[config.mk]
export PLATFORM = sky130hd
export DESIGN_NAME = cluster_tx_scheduler_flat
export DESIGN_NICKNAME = d
export VERILOG_FILES = /design/src/rtl/cluster_tx_scheduler_if.sv /design/src/rtl/cluster_tx_scheduler.sv /design/src/flat_wrapper.sv
export SDC_FILE = /design/constraint.sdc
export NUM_CORES = 1
export LEC_CHECK = 0
export CELL_PAD_IN_SITES_DETAIL_PLACEMENT = 1
export CELL_PAD_IN_SITES_GLOBAL_PLACEMENT = 2
export CORE_ASPECT_RATIO = 0.8
export CORE_MARGIN = 3
export CORE_UTILIZATION = 27
export DETAILED_ROUTE_END_ITERATION = 7
export GPL_TIMING_DRIVEN = 0
export PLACE_DENSITY_LB_ADDON = 0.12
export SYNTH_ARGS = -nofsm -noshare
export SYNTH_HDL_FRONTEND = slang
export SYNTH_SLANG_ARGS = --single-unit
[constraint.sdc]
create_clock -name clock4x -period 2.5 [get_ports clock4x]
set_input_delay 0.375 -clock clock4x [delete_from_list [all_inputs] [get_ports clock4x]]
set_output_delay 0.375 -clock clock4x [all_outputs]
set_load 0.02 [all_outputs]
[src/rtl/cluster_tx_scheduler_if.sv]
// Bus bundle between the cluster packer side and the tx scheduler.
// master drives bx0/cluster_vld/clusters_in; slave (scheduler) drives the rest.
interface cluster_tx_scheduler_if;
    logic         bx0;
    logic         cluster_vld;
    logic [111:0] clusters_in;
    logic [1:0]   phase;
    logic [11:0]  bc;
    logic         locked;
    logic [27:0]  tx_data;
    logic         tx_valid;
    logic         tx_frame_start;
    logic [7:0]   sync_err_cnt;
    logic [7:0]   drop_cnt;

    modport master (
        output bx0, cluster_vld, clusters_in,
        input  phase, bc, locked, tx_data, tx_valid,
        input  tx_frame_start, sync_err_cnt, drop_cnt
    );

    modport slave (
        input  bx0, cluster_vld, clusters_in,
        output phase, bc, locked, tx_data, tx_valid,
        output tx_frame_start, sync_err_cnt, drop_cnt
    );
endinterface

[src/rtl/cluster_tx_scheduler.sv]
// Cluster tx scheduler: bx0-aligned phase/bc counters, sync lock FSM and
// 4-word frame serialiser (2 clusters per clock4x word).
// Ports: clock4x, reset (async, active-low), bus (cluster_tx_scheduler_if.slave):
//   in  bx0, cluster_vld, clusters_in[111:0]
//   out phase[1:0], bc[11:0], locked, tx_data[27:0], tx_valid,
//       tx_frame_start, sync_err_cnt[7:0], drop_cnt[7:0]
// Optional: CLUSTER_TX_IDLE_SUPPRESS_EN drops tx_valid on all-empty words.
module cluster_tx_scheduler #(
    parameter int          MXBX        = 3564,
    parameter int          LOCK_CNT    = 2,
    parameter logic [10:0] INVALID_ADR = 11'h7FE
) (
    input logic                   clock4x,
    input logic                   reset,
    cluster_tx_scheduler_if.slave bus
);
    localparam logic [1:0] S_HUNT   = 2'd0;
    localparam logic [1:0] S_CHECK  = 2'd1;
    localparam logic [1:0] S_LOCKED = 2'd2;

    localparam int          LW      = $clog2(LOCK_CNT + 1);
    localparam logic [LW-1:0] LOCKN = LW'(LOCK_CNT);
    localparam logic [11:0] BC_LAST = 12'(MXBX - 1);

    logic [1:0]    state_q, state_d;
    logic [LW-1:0] lock_q, lock_d, lock_inc;
    logic [1:0]    phase_q, phase_d;
    logic [11:0]   bc_q, bc_d;
    logic          locked_q;
    logic [7:0]    serr_q, drop_q;
    logic          err_inc, load, slot;

    logic [83:0]   frame_q, frame_d;
    logic [1:0]    left_q, left_d;
    logic [27:0]   txd_q, txd_d;
    logic          txv_q, txv_d;
    logic          fs_q, fs_d;

`ifdef CLUSTER_TX_IDLE_SUPPRESS_EN
    function automatic logic idle_word(input logic [27:0] w);
        return (w[10:0] == INVALID_ADR) && (w[24:14] == INVALID_ADR);
    endfunction
`endif

    assign slot     = (phase_q == 2'd0) && (bc_q == 12'd0);
    assign lock_inc = lock_q + LW'(1);
    // Load decision uses pre-realign phase/state of this cycle.
    assign load     = bus.cluster_vld && (state_q == S_LOCKED) &&
                      (phase_q == 2'd3);

    always_comb begin
        state_d = state_q;
        lock_d  = lock_q;
        err_inc = 1'b0;
        phase_d = phase_q + 2'd1;
        bc_d    = bc_q;
        if (phase_q == 2'd3)
            bc_d = (bc_q == BC_LAST) ? 12'd0 : bc_q + 12'd1;

        unique case (state_q)
            S_CHECK, S_LOCKED: begin
                if (bus.bx0 && !slot) begin
                    // bx0 cycle becomes phase 0 of bc 0
                    phase_d = 2'd1;
                    bc_d    = 12'd0;
                    lock_d  = '0;
                    state_d = S_CHECK;
                    err_inc = 1'b1;
                end else if (slot && !bus.bx0) begin
                    lock_d  = '0;
                    state_d = S_HUNT;
                    err_inc = 1'b1;
                end else if (slot && state_q == S_CHECK) begin
                    lock_d = lock_inc;
                    if (lock_inc == LOCKN)
                        state_d = S_LOCKED;
                end
            end
            default: begin
                state_d = S_HUNT;
                if (bus.bx0) begin
                    phase_d = 2'd1;
                    bc_d    = 12'd0;
                    lock_d  = '0;
                    state_d = S_CHECK;
                end
            end
        endcase
    end

    // Word 0 goes straight out; words 1..3 shift out of frame_q.
    always_comb begin
        frame_d = frame_q;
        left_d  = left_q;
        txd_d   = txd_q;
        txv_d   = 1'b0;
        fs_d    = 1'b0;
        if (load) begin
            frame_d = bus.clusters_in[111:28];
            txd_d   = bus.clusters_in[27:0];
            txv_d   = 1'b1;
            fs_d    = 1'b1;
            left_d  = 2'd3;
        end else if (left_q != 2'd0) begin
            txd_d   = frame_q[27:0];
            frame_d = {28'd0, frame_q[83:28]};
            txv_d   = 1'b1;
            left_d  = left_q - 2'd1;
        end
`ifdef CLUSTER_TX_IDLE_SUPPRESS_EN
        if (txv_d && idle_word(txd_d))
            txv_d = 1'b0;
`endif
    end

    always_ff @(posedge clock4x or negedge reset) begin
        if (!reset) begin
            state_q  <= S_HUNT;
            lock_q   <= '0;
            phase_q  <= 2'd0;
            bc_q     <= 12'd0;
            locked_q <= 1'b0;
            serr_q   <= 8'd0;
            drop_q   <= 8'd0;
            frame_q  <= '0;
            left_q   <= 2'd0;
            txd_q    <= 28'd0;
            txv_q    <= 1'b0;
            fs_q     <= 1'b0;
        end else begin
            state_q  <= state_d;
            lock_q   <= lock_d;
            phase_q  <= phase_d;
            bc_q     <= bc_d;
            locked_q <= (state_d == S_LOCKED);
            if (err_inc && serr_q != 8'hFF)
                serr_q <= serr_q + 8'd1;
            if (bus.cluster_vld && !load && drop_q != 8'hFF)
                drop_q <= drop_q + 8'd1;
            frame_q  <= frame_d;
            left_q   <= left_d;
            txd_q    <= txd_d;
            txv_q    <= txv_d;
            fs_q     <= fs_d;
        end
    end

    assign bus.phase          = phase_q;
    assign bus.bc             = bc_q;
    assign bus.locked         = locked_q;
    assign bus.tx_data        = txd_q;
    assign bus.tx_valid       = txv_q;
    assign bus.tx_frame_start = fs_q;
    assign bus.sync_err_cnt   = serr_q;
    assign bus.drop_cnt       = drop_q;
endmodule

[src/flat_wrapper.sv]
// flat-port wrapper written by rule: the top's interface ports become plain ports
module cluster_tx_scheduler_flat 
#(
    parameter int          MXBX        = 3564,
    parameter int          LOCK_CNT    = 2,
    parameter logic [10:0] INVALID_ADR = 11'h7FE
)
  (clock4x, reset, bus_bx0, bus_cluster_vld, bus_clusters_in, bus_phase, bus_bc, bus_locked, bus_tx_data, bus_tx_valid, bus_tx_frame_start, bus_sync_err_cnt, bus_drop_cnt);
  cluster_tx_scheduler_if bus_i ();
  input logic clock4x;
  input logic reset;
  input wire logic [$bits(bus_i.bx0)-1:0] bus_bx0;
  input wire logic [$bits(bus_i.cluster_vld)-1:0] bus_cluster_vld;
  input wire logic [$bits(bus_i.clusters_in)-1:0] bus_clusters_in;
  output wire logic [$bits(bus_i.phase)-1:0] bus_phase;
  output wire logic [$bits(bus_i.bc)-1:0] bus_bc;
  output wire logic [$bits(bus_i.locked)-1:0] bus_locked;
  output wire logic [$bits(bus_i.tx_data)-1:0] bus_tx_data;
  output wire logic [$bits(bus_i.tx_valid)-1:0] bus_tx_valid;
  output wire logic [$bits(bus_i.tx_frame_start)-1:0] bus_tx_frame_start;
  output wire logic [$bits(bus_i.sync_err_cnt)-1:0] bus_sync_err_cnt;
  output wire logic [$bits(bus_i.drop_cnt)-1:0] bus_drop_cnt;
  assign bus_i.bx0 = bus_bx0;
  assign bus_i.cluster_vld = bus_cluster_vld;
  assign bus_i.clusters_in = bus_clusters_in;
  assign bus_phase = bus_i.phase;
  assign bus_bc = bus_i.bc;
  assign bus_locked = bus_i.locked;
  assign bus_tx_data = bus_i.tx_data;
  assign bus_tx_valid = bus_i.tx_valid;
  assign bus_tx_frame_start = bus_i.tx_frame_start;
  assign bus_sync_err_cnt = bus_i.sync_err_cnt;
  assign bus_drop_cnt = bus_i.drop_cnt;
  cluster_tx_scheduler #(.MXBX(MXBX), .LOCK_CNT(LOCK_CNT), .INVALID_ADR(INVALID_ADR)) u_core (.clock4x(clock4x), .reset(reset), .bus(bus_i));
endmodule
==> reports/results.txt, run 1 <==
sequential area share after synthesis = 55.1%
critical path class = flip-flop to flip-flop
share of cells above drive strength 1 = 9.19%
via density per instance = 4.72
unrepaired setup endpoints after global routing = true
via count = 5709
Layout Skew = 12.7 ps
Die Span Y = 149 um
Synthesized Nets = 800
Hold Path End = u_core.bus.phase[0]$_DFF_PN0_
clock sink total = 151
post-route ant nets = 0
synthesis-stage register bit count = 151
Hold Startpoint = u_core.bus.phase[0]$_DFF_PN0_
Required @ worst endpoint = 2830 ps
Max VDD drop = 522 uV
most frequent cells in the layout = clkdlybuf4s50_1, nand2_1, dfrtp_1
Initial Util = 27.8%
Hold Path Stages = 1
number of global-route vias before repair = 6379
Syn Inst Count = 672
clock-pin slew on the worst setup and hold paths = 70 ps
post-synthesis cell area = 6860 um^2
Slew Limit Fails = 0
CTS tree = built
total die area = 27400 um^2
final core occ = 40.3%
CTS Buf Count = 17
GR Overflow Total = 0
P&R area growth vs syn = 44.8%
# nets final = 1009
worst skew pair latency = 420 ps
Rel. slew slack = 36.7%
Worst Hold Class = flip-flop to flip-flop
worst flop-to-flop path startpoint = u_core.bus.bc[7]$_DFF_PN0_
R2R setup slack = 80 ps
LEAKAGE = 4.34 nW
clock buffer depth = 2
Die Wd = 184 um
Total GRT Usage = 17.1%
Tmin final = 2420 ps
worst r2r path cells = 8
drt initial violations = 185
final hold violations = 0
Remaining DRCs = 0
H-tree Lvls = 4
Syn Area/Cell = 10.2 um^2
Async SR Flop Fraction = 100%
Fmax achieved = 414 MHz
First-pass DRT Iterations = 4
Final WS setup = 84.2 ps
Power Dens Cells = 867 nW/um^2
# rows = 51
Final Cycle Share = 96.6%
Final HPWL DP = 16900 um
outcome = finished, final reports clean
I/O pins = 177
Yosys cell types = 38
worst slew pin tran = 950 ps
antenna cells = 0
top_reg_cell synth = dfrtp_1
Max-cap violations = 0
Critical Path Fanout Max = 6
nature of the critical path endpoint = flip-flop
pin count of the biggest net entering global routing = 85
floorplan core area = 24600 um^2
number of flops mapped to enable cells by yosys = 0
IO buf count = 176
Final setup viols = 0
DR WL/cell = 18.9 um
Syn. warnings = 0
root buffer cell = clkbuf_16
CP arrival = 2750 ps
critical path startpoint category = flip-flop
first-pass GRT wire length = 36000 um
FF-to-FF End = u_core.bus.sync_err_cnt[6]$_DFFE_PN0P_
Place WS = -241 ps
drt total wl = 22900 um
antenna violations before repair = 0
Placer Congestion = 0.793
commonest non-fill, non-tap cell in the layout = clkdlybuf4s50_1
## worst max-delay path, cell delays in order (launching register included)
cell     delay [ps]
dfrtp_1         470
or4b_4          600
nor4_4          210
buf_4           180
ha_4            220
nor2_4          110
and4_4          260
a31oi_1         100
a41oi_1         180
## timing repair
item / in CTS / in global routing
endpoints found under the setup margin: 33 / 70
resized for setup: 12 / 22
setup buffers: 8 / 4
hold buffers: 1 / 0
endpoints found under the hold margin: 26 / 0
cloned: 0 / 0
pin swaps: 5 / 3
## area by class of cell
cell class	count	area [um^2]
fill	2772	14700
sequential	151	3780
multi-input combinational	467	2970
timing repair buffer	190	1890
clock buffer	18	429
tap	318	398
clock inverter	12	226
buffer	40	179
inverter	14	52.6
## cell usage after synthesis, types with 2 or more instances
cell type,instances,share of area (%)
or3_1,3,0.27
nand3_1,36,2.6
nor3_1,5,0.36
mux2_2,4,0.66
xor2_1,8,1.0
inv_1,13,0.71
clkbuf_1,31,1.7
buf_2,9,0.66
ha_1,12,2.2
dfrtp_1,151,55
xnor2_1,13,1.7
nor2_1,17,0.93
nand2_1,153,8.4
mux2i_1,86,13
nor2b_1,2,0.18
a21oi_1,6,0.44
nand2b_1,2,0.18
nand4_1,9,0.82
o21ai_0,87,6.4
a31oi_1,3,0.27
and4_1,2,0.26
and3_1,4,0.36
## layer usage
metal  vias up  share of wire, %  GRT usage, %
met2       131                44          26.4
li1       2699                 -             -
met4         0               1.3          4.00
met3        19               4.1          3.30
met5         -                 0             0
met1      2860                51          24.9
## sequential cells by signal, summed over array words and instances, names as in the netlist, 2 cells and up
name	count
u_core.bus.bc	12
u_core.bus.drop_cnt	8
u_core.bus.phase	2
u_core.bus.sync_err_cnt	8
u_core.bus.tx_data	28
u_core.frame_q	84
u_core.left_q	2
u_core.lock_q	2
u_core.state_q	2
## kinds of logic (layout without fill, tap and decap cells)
kind of cell    count (synthesis)  after routing  share of synthesized area [%]
mux                            90             90                           13.2
compound gates                102            102                           7.88
xor+xnor                       21             21                           2.68
flops                         151            151                           55.1
simple gates                  242            242                           15.8
fa+ha+maj                      12             12                           2.19
buf+inv                        54            274                           3.12
## worst max path at each step
stage,from,endpoint,slack [ps],cells after the start
finish,u_core.bus.bc[7]$_DFF_PN0_,u_core.bus.sync_err_cnt[6]$_DFFE_PN0P_,80,8
global route,u_core.bus.bc[0]$_DFF_PN0_,u_core.bus.sync_err_cnt[6]$_DFFE_PN0P_,-60,10
CTS,u_core.bus.bc[1]$_DFF_PN0_,u_core.bus.sync_err_cnt[6]$_DFFE_PN0P_,2,10
detailed placement,u_core.bus.bc[0]$_DFF_PN0_,u_core.bus.bc[1]$_DFF_PN0_,-240,10
global placement,reset,u_core.bus.bc[1]$_DFF_PN0_,-5910,1
floorplan,u_core.bus.bc[0]$_DFF_PN0_,u_core.bus.sync_err_cnt[1]$_DFFE_PN0P_,30,7
## per-stage QoR
step | TNS (ps) | instance area (um^2) | std cells | total power (W) | hold slack, ps
6_report | 0 | 9930 | 1210 | 0.00861 | 486
5_1_grt | -58.3 | 9930 | 1210 | 0.00906 | 490
4_1_cts | 0 | 9840 | 1206 | 0.00858 | 470
3_5_place_dp | -3770 | 9050 | 1167 | 0.00545 | 427
3_3_place_gp | -803620 | 9020 | 1166 | 0.00536 | 473
2_1_floorplan | 0 | 6870 | 672 | 0.00438 | 79.4
## where the power goes
part           total [W]  internal (W)  switching (W)
logic            0.00280       0.00134        0.00146
registers        0.00290       0.00266       0.000240
clock network    0.00291       0.00187        0.00104
(Power assumes the default switching activity.)
==> inputs of run 2 (changes only) <==
Clock period 2.5 ns to 2.2 ns, I/O delays scaled along.
==> reports/results.txt, run 2 (synthesis gave the netlist of run 1 again) <==
GR Overflow Total = 0
critical path startpoint category = flip-flop
drt initial violations = 238
outcome = finished with violations
Total GRT Usage = 16.9%
net switching power = 0.00320 W
max incr delay on CP = 480 ps
first-pass GRT wire length = 35200 um
total die area = 27400 um^2
Sequential Power Share = 32.7%
Final setup viols = 27
final core occ = 41.1%
most frequent cells in the layout = clkdlybuf4s50_1, nand2_1, dfrtp_1
CTS Buf Count = 17
Die Span Y = 149 um
floorplan core area = 24600 um^2
Final Cycle Share = 108%
Critical Path Fanout Max = 4
# fillers = 2739
Fmax achieved = 419 MHz
Power Dens Cells = 994 nW/um^2
Slew Limit Fails = 0
Largest Register = u_core.frame_q
IO buf count = 176
failing checks = negative setup slack
critical path class = flip-flop to flip-flop
Initial Util = 27.8%
clock power share = 34.2%
via density per instance = 4.66
share of cells above drive strength 1 = 12.6%
DR WL/cell = 18.8 um
post-route ant nets = 0
# nets final = 1008
cell family with most CP delay = simple AND/OR/NAND/NOR gates
number of global-route vias before repair = 6072
unrepaired setup endpoints after global routing = true
final hold violations = 0
worst-path cell chain = inv_2 -> ha_4 -> or4b_4 -> nor4_4 -> buf_6 -> ha_4 -> a311oi_4 -> mux2_4
worst skew pair latency = 420 ps
TNS Setup = -3480 ps
total power = 0.0101 W
antenna cells = 0
H-tree Lvls = 4
Layout Skew = 11.0 ps
commonest non-fill, non-tap cell in the layout = clkdlybuf4s50_1
nature of the critical path endpoint = flip-flop
Slowest cell on crit path = or4b_4
Pint = 0.00686 W
Tmin final = 2390 ps
Final WS setup = -185 ps
most frequent CP cell = ha_4
via count = 5634
clock-pin slew on the worst setup and hold paths = 70 ps
Final HPWL DP = 17000 um
Rel. slew slack = 50.8%
drt total wl = 22700 um
worst slew pin tran = 738 ps
Max VDD drop = 512 uV
clock buffer depth = 2
Max-cap violations = 0
Placer Congestion = 0.784
Remaining DRCs = 0
# rows = 51
I/O pins = 177
CTS tree = built
P&R area growth vs syn = 47.5%
DP Cell Count = 1167
Required @ worst endpoint = 2510 ps
First-pass DRT Iterations = 4
Final Non-Filler Cells = 1209
Worst Path Buf+Inv = 2
Sw Share = 31.8%
Comb pwr share = 33.1%
antenna violations before repair = 0
CP arrival = 2690 ps
pin count of the biggest net entering global routing = 105
Worst Hold Class = input pin to async pin
max reg flops = 84
Die Wd = 184 um
LEAKAGE = 4.38 nW
clock sink total = 151
root buffer cell = clkbuf_16
-- run 2: cell types whose count changed in the layout (fill, tap and decap cells not counted), sizes merged --
cell      previous run  this run
buf                 21        18
clkbuf              51        53
bufinv               6         7
clkinvlp             2         1
-- run 2: worst paths after layout --
kind	start	end	slack, ps	cells past startpoint
worst max-delay path	u_core.bus.bc[0]$_DFF_PN0_	u_core.bus.sync_err_cnt[1]$_DFFE_PN0P_	-190	8
worst min-delay path	reset	u_core.bus.tx_data[14]$_DFFE_PN0P_	400	2
worst max register to register	u_core.bus.bc[0]$_DFF_PN0_	u_core.bus.sync_err_cnt[1]$_DFFE_PN0P_	-190	8
worst min register to register	u_core.frame_q[79]$_DFFE_PN0P_	u_core.frame_q[79]$_DFFE_PN0P_	500	2
max in group asynchronous	reset	u_core.frame_q[26]$_DFFE_PN0P_	900	3
min in group clock4x	bus_clusters_in[92]	u_core.frame_q[64]$_DFFE_PN0P_	440	3
-- run 2: what timing repair did --
item	4_1_cts	5_1_grt
gates cloned	1	0
pin swaps	14	10
endpoints found under the hold margin	47	0
buffers inserted	6	5
resized for setup	25	68
setup endpoints to repair	140	129
hold buffers	1	0
-- run 2: metrics by stage --
| stage | setup slack, ps | instance area, um^2 | hold slack, ps |
|---|---|---|---|
| after floorplan | -261 | 6880 | 34.4 |
| after global placement | -6250 | 9040 | 478 |
| after detailed placement | -483 | 9070 | 262 |
| after CTS | -280 | 9910 | 397 |
| after global routing | -288 | 10100 | 420 |
| final | -185 | 10100 | 396 |
-- run 2: layer usage --
layer,track usage [%],wire [um],up-vias
li1,-,-,2708
met1,24.4,11200,2792
met2,26.1,10400,121
met3,2.96,881,13
met4,4.84,199,0
met5,0,0,-
-- run 2: layout make-up --
class,count,area [um^2],share of cell area (%)
plain buffers,40,200,1.98
clock buffers,18,429,4.24
clock inverters,12,250,2.47
inverters,14,58.8,0.581
multi-input cells,467,3100,30.6
flip-flops and latches,151,3780,37.4
well taps,318,398,3.93
repair buffers,189,1900,18.8
-- run 2: power groups by stage --
stage,clock (W),combinational (W),sequential [W]
CTS,0.00352,0.00312,0.00329
global placement,0,0.00277,0.00332
finish,0.00344,0.00332,0.00329
detailed placement,0,0.00286,0.00334
global route,0.00365,0.00359,0.00333
floorplan,0,0.00152,0.00349
-- run 2: worst register-to-register path, stage by stage, from the launching register on --
cell	delay (ps)
dfrtp_2	420
inv_2	70
ha_4	110
or4b_4	480
nor4_4	170
buf_6	170
ha_4	230
a311oi_4	300
mux2_4	330
